==> config.mk <==
export PLATFORM = sky130hd
export DESIGN_NAME = sprite_compositor
export DESIGN_NICKNAME = d
export VERILOG_FILES = /design/src/rtl/sprite_compositor.sv
export SDC_FILE = /design/constraint.sdc
export NUM_CORES = 2
export LEC_CHECK = 0
export ABC_AREA = 1
export CORE_MARGIN = 3
export CORE_UTILIZATION = 67
export CTS_CLUSTER_DIAMETER = 80
export DETAILED_ROUTE_END_ITERATION = 10
export HOLD_SLACK_MARGIN = 0.06
export PLACE_DENSITY_LB_ADDON = 0.1
export SYNTH_ARGS = -nofsm -noshare
export SYNTH_HDL_FRONTEND = slang
export SYNTH_SLANG_ARGS = --single-unit
==> constraint.sdc <==
create_clock -name clk -period 9.3 [get_ports clk]
set_clock_uncertainty 0.1 [all_clocks]
set_input_delay 1.86 -clock clk [delete_from_list [all_inputs] [get_ports clk]]
set_output_delay 1.86 -clock clk [all_outputs]
set_load 0.01 [all_outputs]
==> src/rtl/sprite_compositor.sv <==
// sprite_compositor: multi-sprite hit test, priority, collision and register bus
module sprite_compositor #(
    parameter int NUM_SPRITES = 4
) (
    input  logic        clk,
    input  logic        rst_n,
    input  logic [9:0]  pix_x,
    input  logic [9:0]  pix_y,
    input  logic        video_active,
    input  logic        vsync,
    input  logic [5:0]  address,
    input  logic [31:0] data_in,
    input  logic [1:0]  data_write_n,
    input  logic [1:0]  data_read_n,
    output logic [31:0] data_out,
    output logic        data_ready,
    output logic        user_interrupt,
    output logic        sprite_pixel_on,
    output logic [5:0]  sprite_rgb
);
    localparam int N = NUM_SPRITES;
    localparam logic [N-1:0] ONE = 1;

    logic [3:0]   ctrl_q, ctrl_d;
    logic [N-1:0] status_q, status_d, opq;
    logic [2:0]   sel_q, sel_d;
    logic [26:0]  sh_q [N];
    logic [26:0]  sh_d [N];
    logic [26:0]  act_q [N];
    logic [26:0]  act_d [N];
    logic [63:0]  bmp_q [N];
    logic [63:0]  bmp_d [N];
    logic [9:0]   dx [N];
    logic [9:0]   dy [N];
    logic [9:0]   lim;
    logic         vsync_q, irq_q, rdy_q, pix_on_q;
    logic [5:0]   rgb_q, rgb_d;
    logic [31:0]  dout_q, dout_d, r_attr, r_lo, r_hi;
    logic         we, rd, rise, multi;
    logic [3:0]   wa;
    logic         unused;

    assign unused = ^address[1:0];
    assign we     = data_write_n == 2'b10;
    assign rd     = data_read_n != 2'b11;
    assign wa     = address[5:2];
    assign rise   = vsync & ~vsync_q;
    assign lim    = ctrl_q[1] ? 10'd16 : 10'd8;
    assign multi  = |(opq & (opq - ONE));

    for (genvar k = 0; k < N; k++) begin : g_hit
        assign dx[k]  = pix_x - act_q[k][9:0];
        assign dy[k]  = pix_y - act_q[k][19:10];
        assign opq[k] = ctrl_q[0] & act_q[k][26] & video_active & (dx[k] < lim) & (dy[k] < lim)
                      & bmp_q[k][ctrl_q[1] ? {dy[k][3:1], dx[k][3:1]} : {dy[k][2:0], dx[k][2:0]}];
    end

    // lowest-index opaque sprite supplies the colour
    always_comb begin
        rgb_d = '0;
        for (int i = N - 1; i >= 0; i--)
            if (opq[i]) rgb_d = act_q[i][25:20];
    end

    // register writes, frame commit, collision flags and read mux
    always_comb begin
        ctrl_d   = ctrl_q;
        sel_d    = sel_q;
        sh_d     = sh_q;
        act_d    = act_q;
        bmp_d    = bmp_q;
        status_d = status_q;
        r_attr   = '0;
        r_lo     = '0;
        r_hi     = '0;
        if (rise) act_d = sh_q;
        if (we && wa == 4'h0) ctrl_d = data_in[3:0];
        if (we && wa == 4'h1) status_d = status_q & ~data_in[N-1:0];
        if (we && wa == 4'h2) sel_d = data_in[2:0];
        for (int i = 0; i < N; i++) begin
            if (sel_q == 3'(i)) begin
                r_attr = {sh_q[i][26], 5'b0, sh_q[i][25:0]};
                r_lo   = bmp_q[i][31:0];
                r_hi   = bmp_q[i][63:32];
                if (we && wa == 4'h3) begin
                    sh_d[i] = {data_in[31], data_in[25:0]};
                    if (ctrl_q[3]) act_d[i] = {data_in[31], data_in[25:0]};
                end
                if (we && wa == 4'h4) bmp_d[i][31:0] = data_in;
                if (we && wa == 4'h5) bmp_d[i][63:32] = data_in;
            end
        end
        if (multi) status_d = status_d | opq;
        dout_d = wa == 4'h0 ? {28'b0, ctrl_q} :
                 wa == 4'h1 ? 32'(status_q) :
                 wa == 4'h2 ? {29'b0, sel_q} :
                 wa == 4'h3 ? r_attr :
                 wa == 4'h4 ? r_lo :
                 wa == 4'h5 ? r_hi : 32'b0;
    end

    // state and registered outputs
    always_ff @(posedge clk) begin
        if (!rst_n) begin
            ctrl_q   <= '0;
            status_q <= '0;
            sel_q    <= '0;
            sh_q     <= '{default: '0};
            act_q    <= '{default: '0};
            bmp_q    <= '{default: '0};
            vsync_q  <= 1'b0;
            irq_q    <= 1'b0;
            rdy_q    <= 1'b0;
            dout_q   <= '0;
            pix_on_q <= 1'b0;
            rgb_q    <= '0;
        end else begin
            ctrl_q   <= ctrl_d;
            status_q <= status_d;
            sel_q    <= sel_d;
            sh_q     <= sh_d;
            act_q    <= act_d;
            bmp_q    <= bmp_d;
            vsync_q  <= vsync;
            irq_q    <= ctrl_q[2] & |status_q;
            rdy_q    <= rd;
            dout_q   <= rd ? dout_d : '0;
            pix_on_q <= |opq;
            rgb_q    <= rgb_d;
        end
    end

    assign data_out        = dout_q;
    assign data_ready      = rdy_q;
    assign user_interrupt  = irq_q;
    assign sprite_pixel_on = pix_on_q;
    assign sprite_rgb      = rgb_q;
endmodule

==> results_dict.tcl <==
set metrics [dict create \
    outcome "complete, no violations" \
    wire_per_inst_um 22.5 \
    fin_ws_ps 3540 \
    cp_num_buf_inv 3 \
    globalplace.congestion 1.02 \
    p_comb_share_pct 10.6 \
    drv_cap 0 \
    fin_crit_sh_pct 62.0 \
    synth_top_cell_area_share_pct 36.6 \
    area_growth_pct 8.99 \
    syn_avg_cell_area_um2 6.73 \
    crit_required_ps 9720 \
    vias_per_cell 6.49 \
    path_max_fanout 48 \
    fin_crit_ps 5760 \
    p_seq_share_pct 44.6 \
    worst_setup_path_start_kind "input port" \
    layout_common_cells "912 x nand2_1, 689 x o21ai_0, 534 x a21oi_1, 524 x dfxtp_1, 473 x inv_1" \
    cts.clk_slew.worst_paths_ps 60 \
    finalSetupTns_ps 0 \
    htreeDepth 2 \
    p_sw_share_pct 26.8 \
    ys_seq_elements 525 \
    ios 107 \
    syn-cell-area_mm2 0.0287 \
    cts_hold_buf 0 \
    maxSlewHeadroom_pct 13.5 \
    ant_nets 0 \
    crit_family "simple AND/OR/NAND/NOR gates" \
    grt_pass1_vias 27900 \
    numPortBuffers 104 \
    grt_max_degree 145 \
    dr_total_vias 30900 \
    syn_nets 4423 \
    insertion_delay_ps 630 \
    final_max_slew_viol_count 0 \
    synth_area_leaders "dfxtp_1 37%, o21ai_0 12%, nand2_1 12%" \
    max_stage_delay_ps 850 \
    fp.dieW_um 213 \
    place_hpwl_um 69800 \
    drc 0 \
    crit_chain "clkdlybuf4s50_1, inv_1, fa_1, nand2_1, nand2_2, nand2_1, o21ai_1, nand2_1, nand2_1, nand2_1, nand3_1, nand3_1, nand3_1, nand2_2, nor2_8, nand2_1, nand2_1, inv_1, a21oi_1" \
    n_antenna_cell 0 \
    clock_path_buffers 3 \
    grt_overflow_total 0 \
    cts_tree "yes" \
    drive_gt1_share_pct 4.60 \
    start_util_pct 68.2 \
    cts_root_buf "clkbuf_16" \
    worst_path_most_repeated_cell "nand2_1" \
    post_cts_buffers 0 \
    clkPwrFrac_pct 44.7 \
    setup_violations 0 \
    crit_type "input port to flop" \
    async_flop_share_pct 0 \
    pre_cts_ws_ps 3110 \
    worstMarginPinSlew_ps 1290 \
    p_sw_mw 1.36 \
    nNetsFinal 4334 \
    fin_util_pct 74.3 \
    cp.arrival_ps 6190 \
    cts-buffers-inserted 54 \
    synth_top_area_cell "dfxtp_1" \
    hold_viol_final 0 \
    rows 75 \
    grt_pass1_wl_um 160000 \
    ys.flop_type "dfxtp_1" \
    firstDrtPassIters 6 \
    cts_resized 0 \
    coreArea_mm2 0.0421 \
    layout_commonest_cell "nand2_1" \
    cts_sinks 525 \
    yosysSeqAreaShare_pct 36.6 \
    crit_path_end_kind "flop" \
    hold_class "flop to flop" \
    powerDensity_mw_per_mm2 162 \
    yosys_warnings 0 \
    wl_um 107000 \
    rsz0062_at_grt "no" \
    die_area_mm2 0.0454 \
    syn_inst 4269 \
    synth_cell_type_count 56 \
    slowest_stage "nand2_2" \
    vdd_drop_max_v 0.000152 \
    grtUsageTotal_pct 45.9 \
    synth-edff-count 0 \
    antenna_found_initial 3 \
    fmaxAchievable_ghz 0.173 \
    drt_iter0_drc 4859 \
    internal_power_mw 3.71 \
    power_leakage_nw 12.5 \
    fp.dieH_um 213 \
]
## stage by stage
| stage | hold WS (ps) | total power, mW | instance area, µm² | std cells |
|---|---|---|---|---|
| after floorplan | 325 | 2.64 | 28700 | 4269 |
| after global placement | 345 | 2.81 | 29500 | 4663 |
| after detailed placement | 349 | 2.82 | 29500 | 4663 |
| final | 358 | 5.07 | 31300 | 4760 |
| after CTS | 357 | 5.02 | 31300 | 4760 |
| after global routing | 378 | 5.17 | 31300 | 4760 |
## state kept, by name (all words and copies together) (netlist names)
name,cells
bmp_q,256
act_q,108
sh_q,108
data_out,32
sprite_rgb,6
ctrl_q,4
status_q,4
sel_q,3
data_ready,1
sprite_pixel_on,1
user_interrupt,1
vsync_q,1
## synth_stat cells, types with 21 or more instances
cell type and n:
a21oi_1 534, a221oi_1 21, a311oi_1 26, a31oi_1 26
buf_2 33, clkbuf_1 209, dfxtp_1 525, ha_1 80
inv_1 474, nand2_1 913, nand3_1 199, nand4_1 41
nor2_1 198, o21ai_0 689, o221ai_1 42, o22ai_1 37
xor2_1 24
## cells by family after synthesis
group | after synthesis | synth area share [%]
AOI/OAI and AO/OA | 1438 | 27.0
and+or+nand+nor | 1408 | 20.4
buffers and inverters | 778 | 11.0
DFF | 525 | 36.6
adders and majority gates | 88 | 4.04
xor gates and xnor gates | 32 | 0.975
## worst reg2reg max path, stage by stage (launching register included)
cell	delay, ps
dfxtp_1	380
nor2_1	330
inv_1	170
nor2_2	110
buf_4	460
inv_2	540
nor2_4	220
buf_4	570
inv_2	140
nor2_4	380
buf_4	510
o21ai_0	190
a21oi_1	180
## worst paths after layout
| path | startpoint | to | slack [ps] | cells past startpoint |
|---|---|---|---|---|
| max | pix_x[1] | sprite_rgb[2]$_SDFF_PN0_ | 3540 | 19 |
| min reg2reg | bmp_q[33]$_SDFFE_PN0P_ | bmp_q[33]$_SDFFE_PN0P_ | 360 | 2 |
| max reg2reg | sel_q[2]$_SDFFE_PN0P_ | act_q[100]$_SDFF_PN0_ | 4980 | 12 |
| min | bmp_q[33]$_SDFFE_PN0P_ | bmp_q[33]$_SDFFE_PN0P_ | 360 | 2 |
## area by class of cell
class	count	area (µm²)
Clock buffer	78	1570
Timing Repair Buffer	140	1320
Fill cell	3594	10800
Sequential cell	525	10500
Clock inverter	19	234
Inverter	493	1860
Multi-Input combinational cell	2966	15200
Tap cell	539	674
## power by group through the flow
| stage | clock, mW | sequential, mW | combinational [mW] |
|---|---|---|---|
| final | 2.27 | 2.26 | 0.539 |
| after global routing | 2.34 | 2.26 | 0.569 |
| after CTS | 2.25 | 2.26 | 0.510 |
| after detailed placement | 0 | 2.31 | 0.507 |
| after global placement | 0 | 2.31 | 0.503 |
| after floorplan | 0 | 2.31 | 0.326 |
## layer usage
metal	vias up	track usage, %	wire (µm)
met5	-	0.754	74
met4	6	29.7	8410
met3	564	12.7	16000
met2	2383	67.4	44200
met1	13800	59.3	38600
li1	14100	-	-
Power figures use the tool's default switching activity.
